==> config.mk <==
export PLATFORM = sky130hd
export DESIGN_NAME = ocl_tile_regbridge
export DESIGN_NICKNAME = d
export VERILOG_FILES = /design/src/rtl/ocl_tile_regbridge.sv
export SDC_FILE = /design/constraint.sdc
export NUM_CORES = 1
export LEC_CHECK = 0
export CORE_AREA = 2 2 290 292
export DETAILED_ROUTE_END_ITERATION = 10
export DIE_AREA = 0 0 292 294
export SYNTH_ARGS = -nofsm -noshare
export SYNTH_HDL_FRONTEND = slang
export SYNTH_SLANG_ARGS = --single-unit
==> constraint.sdc <==
create_clock -name clk -period 3.4 [get_ports clk]
set_clock_uncertainty 0.05 [all_clocks]
set_input_delay 0.68 -clock clk [delete_from_list [all_inputs] [get_ports clk]]
set_output_delay 0.68 -clock clk [all_outputs]
set_load 0.01 [all_outputs]
==> src/rtl/ocl_tile_regbridge.sv <==
`default_nettype none
// ============================================================================
// Module  : ocl_tile_regbridge
// Brief   : OCL single-beat AW/W/B + AR/R endpoint driving a broadcast tile
//           register bus, with read timeout and a small self-register space.
// Revision: 1.0
// ============================================================================
module ocl_tile_regbridge #(
    parameter int         N_COMP  = 16,
    parameter int         TIMEOUT = 255,
    parameter logic [7:0] SELF_ID = 8'hFF
) (
    input  logic                     clk,
    input  logic                     rstn,
    input  logic                     ocl_awvalid,
    output logic                     ocl_awready,
    input  logic [31:0]              ocl_awaddr,
    input  logic                     ocl_wvalid,
    output logic                     ocl_wready,
    input  logic [31:0]              ocl_wdata,
    output logic                     ocl_bvalid,
    input  logic                     ocl_bready,
    input  logic                     ocl_arvalid,
    output logic                     ocl_arready,
    input  logic [31:0]              ocl_araddr,
    output logic                     ocl_rvalid,
    output logic [31:0]              ocl_rdata,
    input  logic                     ocl_rready,
    output logic                     reg_wvalid,
    output logic [15:0]              reg_waddr,
    output logic [31:0]              reg_wdata,
    output logic                     reg_arvalid,
    output logic [15:0]              reg_araddr,
    input  logic [N_COMP-1:0]        reg_rvalid,
    input  logic [N_COMP-1:0][31:0]  reg_rdata,
    output logic [15:0]              timeout_cnt
);

    typedef enum logic [2:0] {
        S_IDLE    = 3'd0,
        S_WAIT_W  = 3'd1,
        S_W_ISSUE = 3'd2,
        S_B_RESP  = 3'd3,
        S_R_ISSUE = 3'd4,
        S_R_WAIT  = 3'd5,
        S_R_RESP  = 3'd6
    } state_t;

    localparam logic [31:0] c_BAD_DATA = 32'hDEAD_BEEF;

    state_t      state_q, state_d;
    logic [15:0] waddr_q, waddr_d;
    logic [15:0] araddr_q, araddr_d;
    logic [31:0] wdata_q, wdata_d;
    logic [31:0] rdata_q, rdata_d;
    logic [15:0] wait_q, wait_d;
    logic [15:0] tocnt_q, tocnt_d;

    logic [7:0]  rd_id, wr_id;
    logic        rd_self, rd_oor, wr_self;
    logic        sel_rvalid;
    logic [31:0] sel_rdata, self_rdata;
    logic        unused_addr_hi;

    assign rd_id          = araddr_q[15:8];
    assign wr_id          = waddr_q[15:8];
    assign rd_self        = (rd_id == SELF_ID);
    assign wr_self        = (wr_id == SELF_ID);
    assign rd_oor         = !rd_self && ({24'd0, rd_id} >= N_COMP);
    assign unused_addr_hi = ^{ocl_awaddr[31:16], ocl_araddr[31:16]};

    always_comb begin
        sel_rvalid = 1'b0;
        sel_rdata  = '0;
        for (int i = 0; i < N_COMP; i++) begin
            if ({24'd0, rd_id} == i) begin
                sel_rvalid = reg_rvalid[i];
                sel_rdata  = reg_rdata[i];
            end
        end
    end

    always_comb begin
        self_rdata = '0;
        case (araddr_q[7:0])
            8'h00:   self_rdata = {16'h0000, tocnt_q};
            8'h04:   self_rdata = 32'(N_COMP);
            default: self_rdata = '0;
        endcase
    end

    always_comb begin
        state_d  = state_q;
        waddr_d  = waddr_q;
        araddr_d = araddr_q;
        wdata_d  = wdata_q;
        rdata_d  = rdata_q;
        wait_d   = wait_q;
        tocnt_d  = tocnt_q;
        unique case (state_q)
            S_IDLE: begin
                // Write has priority; a concurrent ar stays pending until IDLE returns.
                if (ocl_awvalid) begin
                    waddr_d = ocl_awaddr[15:0];
                    state_d = S_WAIT_W;
                end else if (ocl_arvalid) begin
                    araddr_d = ocl_araddr[15:0];
                    state_d  = S_R_ISSUE;
                end
            end
            S_WAIT_W: begin
                if (ocl_wvalid) begin
                    wdata_d = ocl_wdata;
                    state_d = S_W_ISSUE;
                end
            end
            S_W_ISSUE: begin
                if (wr_self && (waddr_q[7:0] == 8'h00)) tocnt_d = '0;
                state_d = S_B_RESP;
            end
            S_B_RESP: begin
                if (ocl_bready) state_d = S_IDLE;
            end
            S_R_ISSUE: begin
                wait_d  = '0;
                state_d = S_R_WAIT;
            end
            S_R_WAIT: begin
                if (rd_self) begin
                    rdata_d = self_rdata;
                    state_d = S_R_RESP;
                end else if (rd_oor) begin
                    rdata_d = c_BAD_DATA;
                    state_d = S_R_RESP;
                end else if (sel_rvalid) begin
                    rdata_d = sel_rdata;
                    state_d = S_R_RESP;
                end else if (wait_q == 16'(TIMEOUT)) begin
                    rdata_d = c_BAD_DATA;
                    if (tocnt_q != 16'hFFFF) tocnt_d = tocnt_q + 16'd1;
                    state_d = S_R_RESP;
                end else begin
                    wait_d = wait_q + 16'd1;
                end
            end
            S_R_RESP: begin
                if (ocl_rready) state_d = S_IDLE;
            end
            default: state_d = S_IDLE;
        endcase
    end

    always_ff @(posedge clk or negedge rstn) begin
        if (!rstn) begin
            state_q  <= S_IDLE;
            waddr_q  <= '0;
            araddr_q <= '0;
            wdata_q  <= '0;
            rdata_q  <= '0;
            wait_q   <= '0;
            tocnt_q  <= '0;
        end else begin
            state_q  <= state_d;
            waddr_q  <= waddr_d;
            araddr_q <= araddr_d;
            wdata_q  <= wdata_d;
            rdata_q  <= rdata_d;
            wait_q   <= wait_d;
            tocnt_q  <= tocnt_d;
        end
    end

    assign ocl_awready = (state_q == S_IDLE);
    assign ocl_arready = (state_q == S_IDLE);
    assign ocl_wready  = (state_q == S_WAIT_W);
    assign ocl_bvalid  = (state_q == S_B_RESP);
    assign ocl_rvalid  = (state_q == S_R_RESP);
    assign ocl_rdata   = rdata_q;
    assign reg_wvalid  = (state_q == S_W_ISSUE) && !wr_self;
    assign reg_arvalid = (state_q == S_R_ISSUE) && !rd_self && !rd_oor;
    assign reg_waddr   = waddr_q;
    assign reg_wdata   = wdata_q;
    assign reg_araddr  = araddr_q;
    assign timeout_cnt = tocnt_q;

endmodule
`default_nettype wire

# After elaboration in Yosys (flattened, before gate mapping)
# Index checks and enable logic that the tools add are counted.
totals:
  ram_bits: 0
  word_cells: 130
  out_inout_bits: 119
  memories: 0
  rom_bits: 0
  latchBits: 0
  ff_bits: 131
classes:
  n_eq_ne: 38
  shift: 0
  order_cmp: 1
  mul: 0
  bitwise_logic: 1
  n_div: 0
  addsub: 2
  mux: 59
  reduce_logical: 22
ops:
  columns: ["cell", "n"]
  rows:
  - ["$mux W32", 20]
  - ["$mux W16", 10]
  - ["$pmux W16 S2", 3]
  - ["$eq A8 B4 Y1 const B", 8]
  - ["$eq A8 B3 Y1 const B", 5]
  - ["$add A16 B1 Y16 const B", 2]
  - ["$mux W3", 9]
  - ["$logic_not A8 Y1", 3]
  - ["$pmux W3 S7", 1]
  - ["$eq A16 B8 Y1 const B", 1]
  - ["$eq A8 B2 Y1 const B", 2]
  - ["$eq A8 B8 Y1 const B", 2]
  - ["$mux W1", 16]
  - ["$ne A16 B16 Y1 const B", 1]
  - ["$ne A2 B2 Y1 const B", 8]
  - ["$reduce_and A5 Y1", 2]
  - ["$eq A3 B3 Y1 const B", 3]
  - ["$eq A8 B1 Y1 const B", 1]
  - ["$ge A8 B5 Y1 const B", 1]
  - ["$reduce_and A7 Y1", 1]
  - ["$eq A3 B2 Y1 const B", 2]
  - ["$reduce_and A2 Y1", 3]
  - ["$logic_and A1 B1 Y1", 5]
  - ["$ne A5 B5 Y1 const B", 1]
  - ["9 further kinds", 13]

# Logic depth before layout (Yosys ltp)
depth:
  depth_word: 21
  ltp_mapped: 13
  mapped_depth_nobuf: 8

# Worst setup path before layout
# No wires, ideal clock.
synth_timing:
  path_kind: "input -> register"
  startpoint: "in reg_rvalid[11]"
  endpoint: "reg tocnt_q[15] (netlist: timeout_cnt[15])"
  setup_slack_ns: 0.680
  arrival_time_ns: 2.549
  n_path_buf: 1
  t_required_ns: 3.229
  cell_stages: 8
  path_cell_list: "and3_1 > o211ai_1 > o211ai_1 > or4b_1 > buf_6 > a2111oi_2 > o21ai_0 > a22o_1"
synth_between:
  elab_chain_cells: 7
synth_rtl:
  columns: ["element", "line_no", "text"]
  rows:
  - ["start, declared", "34", "input logic [N_COMP-1:0] reg_rvalid,"]
  - ["$mux W1 (5 in series)", "76", "if ({24'd0, rd_id} == i) begin"]
  - ["$ne A2 B2 Y1 (no line)", null, null]
  - ["$reduce_and A7 Y1 (no line)", null, null]
  - ["end signal, assigned", "169", "tocnt_q <= tocnt_d;"]
  - ["end, declared", "57", "logic [15:0] tocnt_q, tocnt_d;"]
# Every way passes these cells.
# A chain may end at the register's enable or synchronous reset.

# Final worst setup path
layout_timing:
  startpoint: "reg araddr_q[13] (netlist: reg_araddr[13])"
  endpoint: "reg rdata_q[0] (netlist: ocl_rdata[0])"
layout_between:
  elab_chain_cells: 20
  elab_cells_between_ends: 57
  cone_classes: "1 x order compare; 16 x eq/ne; 35 x mux; 5 x reduce/logical"
layout_rtl:
  columns: ["element", "line_no", "text"]
  rows:
  - ["start, declared", "53", "logic [15:0] araddr_q, araddr_d;"]
  - ["start signal, assigned", "165", "araddr_q <= araddr_d;"]
  - ["$logic_not A8 Y1", "76", null]
  - ["$mux W32 / $mux W1 (equally long branches) (16 in series)", "76", null]
  - ["$mux W32", "135", "end else if (sel_rvalid) begin"]
  - ["$mux W32", "132", "end else if (rd_oor) begin"]
  - ["$mux W32", "129", "if (rd_self) begin"]
  - ["end signal, assigned", "167", "rdata_q <= rdata_d;"]
  - ["end, declared", "55", "logic [31:0] rdata_q, rdata_d;"]
# Several ways; a longest one is shown, not always the timed one.

==> impl_metrics.ini <==
[clock_tree]
cts_hold_buf = 0
clkSinkCount = 131
cts_tree = done
clockBufferDepth = 2
h-tree-depth = 4
insertion_delay_ns = 0.47
path_clk_slew_ns = 0.07
cts_root_buffer = clkbuf_16
cts_buffers = 17

[place]
place_congestion = 0.947
placed_cells = 3177
place_area_um2 = 20900
place_hpwl_um = 80300
portBuffers = 717

[global_route]
grt_overflow = 0
grt_util_all_layers_pct = 21.4
grt_pass1_vias = 15200
grt_max_degree = 53
grt_pass1_wl_um = 127000
grt_antenna_before_repair = 39

[critical_path]
crit_chain = or4_2, buf_12, nor2_1, buf_4, o21ai_0, a211oi_1, o31ai_1, a41o_1, o21ai_1
rrSetupSlack_ns = 0.07
cp-end-kind = flip-flop
path_class = flip-flop to flip-flop
critPathLaunchType = flip-flop
slowest_stage = or4_2
path_max_fanout = 13
cp.required_ns = 3.74
crit_path_max_incr_delay_ns = 0.70
arrival_ns = 3.68

[yosys]
syn_area_um2 = 11100
ys_top_cells_by_area = dfrtp_1 (29%), mux2_2 (7.5%), mux4_2 (4.7%), o21ai_0 (4.0%), nand2_1 (4.0%)
syn_area_per_cell_um2 = 8.48
postSynthCellCount = 1313
ys_ff_latch = 131
yosysTopAreaCellShare_pct = 29.4
synth_seq_area_share_pct = 29.4
syn_nets = 1946
yosysWarnings = 0
async_flop_share_pct = 100
synth_cell_types = 86
synth_edf_count = 0
synthFlopType = dfrtp_1
synth_top_area_cell = dfrtp_1

[power_and_ir_drop]
power.density_nw_per_um2 = 625
power_mw = 13.5
p_leak_nw = 8.02
ir_drop_mv = 0.440

[floorplanning]
io_pins = 750
die_h_um = 294
dieArea_um2 = 85800
rows = 106
core_um2 = 82900
start_util_pct = 13.4
die_width_um = 292

[final_layout]
drive_above_1_share_pct = 18.0
nets = 2750
n_fill_cell = 8980
syn2layout_area_growth_pct = 93.9
fin_area_um2 = 21600
stdcell_count = 3229

[min_path]
hp-class = input port to async pin

[sta]
finalCriticalPeriod_ns = 3.33
final-hold-violation-count = 0
max_freq_mhz = 300
relSlewSlack_pct = 39.1
setup_violations = 0
rsz0062_at_grt = false
drv_slew = 0
worst_slew_pin_slew_ns = 0.910
fin_crit_sh_pct = 98.1

[detailed_routing]
drt_iter0_markers = 1125
vias = 15200
drc_errors = 0
ant_nets = 0
routedWlPerCell_um = 29.3
viasPerCell = 4.70
first_pass_iters = 7
wirelength_um = 94600

[flow_run]
max_cap_violations = 0

[run_status]
status = finished, final reports clean
==> metal layers <==
metal	vias to the layer above	GRT usage [%]	part of all wire, %
li1	6732	-	-
met1	7418	27.9	44
met2	852	32.7	43
met3	153	7.11	9.7
met4	30	7.67	3.1
met5	-	0	0.20
==> synth_stat cells, drive strengths merged (7+ instances only) <==
cell and number:
o32ai 8, or3 11, o311ai 8, inv 15, a21o 9, a22oi 44, a2111oi 8, o211ai 16
dfrtp 131, a211oi 19, nor2 119, or2 7, mux4 23, nand2 120, a31oi 10, nand2b 15
o31ai 12, nand3 40, o21ai 98, a221oi 23, buf 60, nor2b 14, a32oi 9, o221ai 12
clkbuf 57, o22ai 30, o2111ai 8, nor3 29, nand4 14, a22o 10, and2 11, mux2i 33
nor4 14, and3 16, a21oi 90, mux2 74, o2bb2ai 7
==> path summary, 6_finish.rpt <==
kind / startpoint / end / cells past startpoint
setup / recovery: reg_araddr[13] / ocl_rdata[0] / 9
hold / removal: rstn / ocl_rdata[22] / 1
setup reg to reg: reg_araddr[13] / ocl_rdata[0] / 9
hold reg to reg: ocl_rdata[2] / ocl_rdata[2] / 2
max in group asynchronous: rstn / ocl_rdata[7] / 2
min in group clk: ocl_rdata[2] / ocl_rdata[2] / 2
==> cell families (layout without fill, tap and decap cells) <==
kind of cell	after synthesis	in the layout	share of synthesized area, %
compound gates	477	477	30.1
simple gates	437	437	19.3
buf+inv	132	949	5.57
flops	131	131	29.4
mux	130	130	15.1
xor+xnor	4	4	0.315
fa+ha+maj	2	2	0.225
other cells	0	19	0
==> worst max-delay path: cells and delay by family, from the launching register on <==
| family | cells | cell delay, ns |
|---|---|---|
| buf+inv | 2 | 0.43 |
| compound gates | 5 | 1.52 |
| flops | 1 | 0.38 |
| simple gates | 2 | 0.86 |
==> registers in the layout, summed over array words and instances, names as in the netlist <==
name         flops
ocl_rdata       32
reg_araddr      16
reg_waddr       16
reg_wdata       32
state_q          3
timeout_cnt     16
wait_q          16
==> power breakdown <==
part	switching (mW)	total [mW]	leakage, nW	internal [mW]
Combinational	4.58	8.76	6.15	4.18
Clock	0.922	1.91	0.280	0.990
Sequential	0.637	2.83	1.59	2.19
Total	6.14	13.5	8.02	7.35
==> stage by stage <==
stage	setup TNS (ns)	hold WS, ns	worst slack [ns]	util [%]
CTS	-0.0632	0.141	-0.0632	25.9
global route	0	0.189	0.00323	26.0
detailed placement	-1.08	0.420	-0.390	25.2
floorplan	0	0.334	0.680	-
global placement	-0.914	0.407	-0.377	25.2
finish	0	0.173	0.0652	26.1
==> layout by cell type (no fill, tap or decap), drive strengths merged, types with 12 or more instances in the layout <==
master | Yosys | routed
inv | 15 | 22
clkdlybuf4s50 | 0 | 716
a221oi | 23 | 23
nor2 | 119 | 119
mux4 | 23 | 23
nand2 | 120 | 120
nand2b | 15 | 15
clkbuf | 57 | 18
dfrtp | 131 | 131
a21oi | 90 | 90
nor4 | 14 | 14
buf | 60 | 186
mux2i | 33 | 33
o211ai | 16 | 16
diode | 0 | 19
o22ai | 30 | 30
a211oi | 19 | 19
o21ai | 98 | 98
nand3 | 40 | 40
a22oi | 44 | 44
nor2b | 14 | 14
nand4 | 14 | 14
and3 | 16 | 16
mux2 | 74 | 74
o31ai | 12 | 12
nor3 | 29 | 29
o221ai | 12 | 12
==> final cells by class <==
class	instances	area (um2)	area share (%)
Inverter	15	56.3	0.261
Clock inverter	14	143	0.660
Tap cell	1080	1350	6.26
Antenna cell	19	47.5	0.220
Sequential cell	131	3290	15.2
Timing Repair Buffer	902	8890	41.2
Clock buffer	18	439	2.03
Multi-Input combinational cell	1050	7380	34.2
==> what timing repair did <==
item                                   in CTS  in global routing
endpoints found under the hold margin       0                  0
resized for setup                          10                 15
gates cloned                                0                  0
pin swaps                                   2                  1
setup buffers                               0                  1
setup endpoints to repair                  10                 18
(Power assumes the default switching activity.)
==> patch 1 (same flow settings) <==
Register the output `timeout_cnt` once more, with the module's reset; this adds one clock of latency there. The other outputs are not delayed to match.
--- a/src/rtl/ocl_tile_regbridge.sv
+++ b/src/rtl/ocl_tile_regbridge.sv
@@ -182,5 +182,11 @@
     assign reg_wdata   = wdata_q;
     assign reg_araddr  = araddr_q;
-    assign timeout_cnt = tocnt_q;
+    always_ff @(posedge clk or negedge rstn) begin
+        if (!rstn) begin
+            timeout_cnt <= '0;
+        end else begin
+            timeout_cnt <= tocnt_q;
+        end
+    end
 
 endmodule
Check against the original RTL: same outputs for any inputs over 4 cycles, from zero or initial values and one cycle with rstn low; that may be too few to reach the edited logic, so the function may still have changed.
==> patch 1 against the unedited design <==
  * Non-clock buffer count fell by 62
  * Fmax increased by 1.2%
  * Routed wire length is 4.8% lower
  * Cell area shrank 3.1%
  * Setup slack improved by 0.041 ns
  * Power decreased by 3.3%
  * Synthesized area hardly changed
  * Sequential cell count is 16 higher
  * First-iteration DRC count rose by 6.6%
  * Sequential share of layout area increased by 2.4 points
  * Combinational power decreased by 7.2%
  * Highest routed layer unchanged
==> patch 1: results (changes against the unedited design) <==
Status -> completed
Multi-input combinational area share -> 33.25% (-0.94 points)
Multi-In Gates -> 1005 (-4.3%)
Flip-flop and latch power -> 2.97 mW (+5%)
Fillcell total -> 9009 (+0.32%)
Post-synthesis xor/xnor area fraction -> 0.8658% (+0.55 points)
GRT met1 Usage -> 25.64% (-2.3 points)
Placed inst area -> 20240 sq um (-2.9%)
GP Congestion -> 0.9179 (-3.1%)
Arrival time at the worst endpoint -> 3.60 ns (-0.08 ns)
Pint -> 7.313 mW (-0.56%)
Final std cells w/o fill -> 3133 (-3.0%)
Met2 Resource Use GR -> 31.76% (-0.93 points)
First-pass GRT wire length -> 119100 microns (-6.2%)
Sequential area share after synthesis -> 33.06% (+3.6 points)
Power Combinational -> 8.13 mW (-7.2%)
Layout clock area frac -> 2.786% (+0.092 points)
Adder-Cell Fraction of Synth Area -> 0.2249% (about the same)
Largest net degree at the start of global routing -> 62 (+17%)
Seq cells -> 147 (+12%)
Vias in the first global route -> 14227 (-6.3%)
Area growth from synthesis to layout -> 88.04%
Initial DRT Pass Iterations -> 5 (-2)
Non-clk bufs -> 840 (-6.9%)
Met2 wire len -> 40190 microns (-2.2%)
Mux share of post-synthesis cell area -> 17.15% (+2.0 points)
Flip-flop and latch area -> 3687 sq um (+12%)
Post-synth top cells -> dfrtp_1 (147), a21oi_1 (110), o21ai_0 (109)
Synth area leaders -> dfrtp_1 (33%), mux2_2 (10%), a21oi_1 (4.9%), o21ai_0 (4.9%), mux2i_1 (3.7%)
Hpwl dp -> 76150 microns (-5.1%)
DR iter-0 viols -> 1199 (+6.6%)
Nonclk inv count -> 8 (-7)
Crit Path Max Fanout -> 14 (+1)
WL/cell -> 28.75 microns (-1.8%)
Synthesized Nets -> 1911 (-1.8%)
-- patch 1: changes by cell type after synthesis, moves of 12 or more --
cell      change
nand3_1      -12
a21oi_1      +22
nor2_1       -21
dfrtp_1      +16
mux2_2       +27
o221ai_1     +15
o21ai_0      +19
a221oi_1     -15
nand2_1      -16
-- patch 1: timing repair --
item                       in CTS  in global routing
resized for setup               4                  7
hold buffers                    0                  0
setup endpoints to repair       4                  7
buffers inserted                0                  3
-- patch 1: path summary, 6_finish.rpt --
check                                    start         endpoint  slack [ns]  cells past startpoint
min in group clk                   tocnt_q[14]  timeout_cnt[14]        0.40                      0
worst max-delay path            reg_araddr[13]    ocl_rdata[17]        0.11                     11
worst min-delay path                      rstn     reg_waddr[3]        0.14                      1
worst max register to register  reg_araddr[13]    ocl_rdata[17]        0.11                     11
max in group asynchronous                 rstn    reg_araddr[8]        2.37                      2
worst min register to register     tocnt_q[14]  timeout_cnt[14]        0.40                      0
==> patch 2 (config.mk and constraints unchanged) <==
Without the edit above. Change the parameter `TIMEOUT` from 255 to 128.
--- a/src/rtl/ocl_tile_regbridge.sv
+++ b/src/rtl/ocl_tile_regbridge.sv
@@ -8,5 +8,5 @@
 module ocl_tile_regbridge #(
     parameter int         N_COMP  = 16,
-    parameter int         TIMEOUT = 255,
+    parameter int         TIMEOUT = 128,
     parameter logic [7:0] SELF_ID = 8'hFF
 ) (
Behaviour: no difference found for any inputs over 4 cycles, from zero or initial values and one cycle with rstn low; that may be too few to reach the edited logic, so the function may still have changed.
==> patch 2 against the unedited design <==
  * Synthesized area is 3.3% lower
  * Via count is 4.6% lower
  * Synthesized cell count is 3.9% lower
  * Sequential cell count stayed put
  * Routed wire length is 2.6% lower
  * Critical endpoint is now timeout_cnt[8]
  * Cell area is 2.9% lower
  * Power is 3.1% higher
  * Fmax is 1.2% higher
  * First-iteration DRC count is 21% lower
  * Setup slack better by 0.041 ns
==> patch 2: results (changes against the unedited design) <==
R2R setup slack -> 0.11 ns (+0.04 ns)
Drt via density -> 4.581 (-2.6%)
Worst reg2reg endpoint -> timeout_cnt[8]
DR vias -> 14489 (-4.6%)
Synthesized Nets -> 1896 (-2.6%)
Crit Path Max Fanout -> 19 (+6)
Initial DRT Pass Iterations -> 5 (-2)
Initial antenna violation count -> 42 (+7.7%)
Adder-Cell Fraction of Synth Area -> 0.3485% (+0.12 points)
Largest net degree at the start of global routing -> 73 (+38%)
Syn_area_per_cell -> 8.534 sq um (+0.63%)
VDD IR max -> 0.5007 mV (+14%)
Mux share of post-synthesis cell area -> 19.47% (+4.4 points)
Gr usage total -> 20.81% (-0.58 points)
Sequential area share after synthesis -> 30.44% (+1.0 points)
GP Congestion -> 0.9058 (-4.4%)
Share of cells above drive strength 1 -> 16.11% (-1.9 points)
DR iter-0 viols -> 890 (-21%)
CP top delay family -> simple AND/OR/NAND/NOR gates
Met2 Resource Use GR -> 36.09% (+3.4 points)
Status -> completed
Dpl cells -> 3105 (-2.3%)
Final #Nets -> 2682 (-2.5%)
WL/cell -> 29.13 microns (-0.54%)
Slowest stage cell on the critical path -> or4_1
Post-synth top cells -> dfrtp_1 (131), a21oi_1 (123), nor2_1 (104)
CP max stage delay -> 0.58 ns (-0.12 ns)
## patch 2: cell families after synthesis
kind of cell | count (synthesis)
XOR/XNOR | 13
flip-flops | 131
multiplexers | 174
buffers and inverters | 120
AND/OR/NAND/NOR | 372
AO/OA/AOI/OAI | 449
adder cells (fa/ha/maj) | 3
## patch 2: report_power, final
group          leakage, nW  internal, mW  switching [mW]  total [mW]
Sequential            1.62          2.18           0.647        2.83
Combinational         5.94          4.27            4.87        9.13
Clock                0.287          1.05           0.905        1.95
## patch 2: worst max path at each step
stage	endpoint	cells past startpoint	start
after CTS	ocl_rdata[19]	11	reg_araddr[12]
after floorplan	timeout_cnt[11]	10	reg_araddr[13]
after global placement	ocl_rdata[11]	11	reg_araddr[12]
after global routing	ocl_rdata[14]	12	reg_araddr[12]
final	timeout_cnt[8]	11	reg_araddr[12]
after detailed placement	ocl_rdata[11]	11	reg_araddr[12]
## patch 2: repair_timing
item / in CTS / in global routing
endpoints found under the hold margin: 0 / 0
setup buffers: 3 / 1
gates resized for setup: 2 / 9
endpoints found under the setup margin: 9 / 17
pin swaps: 1 / 1
## patch 2: metrics by stage
| step | setup WS, ns | setup TNS [ns] |
|---|---|---|
| floorplan | 0.5312 | 0 |
| global placement | -0.09102 | -0.1809 |
| detailed placement | -0.05635 | -0.07311 |
| CTS | 0.008562 | 0 |
| global route | 0.003761 | 0 |
| finish | 0.1062 | 0 |
## patch 2: cell type report
class	instances	area, sq um
Antenna cell	22	55.05
Clock buffer	18	429.2
Clock inverter	14	162.7
Fill cell	8975	61920
Inverter	17	63.81
Multi-Input combinational cell	1011	7104
Sequential cell	131	3287
Tap cell	1080	1351
Timing Repair Buffer	870	8514
## patch 2: worst reg2reg max path: stages (launching register included)
cell and delay [ns]:
dfrtp_1 0.44, or4_1 0.58, buf_12 0.20, nor3_4 0.29, buf_4 0.17, a211o_1 0.15, o221ai_2 0.17, o211ai_4 0.22
o211ai_2 0.13, buf_12 0.18, or4_1 0.47, a21oi_1 0.15
## patch 2: per-layer routing
layer  routed length [microns]  up-vias
met5                       165        -
met4                      2400       28
met3                      8119      111
met2                     44880      747
met1                     36560     7125
li1                          -     6478
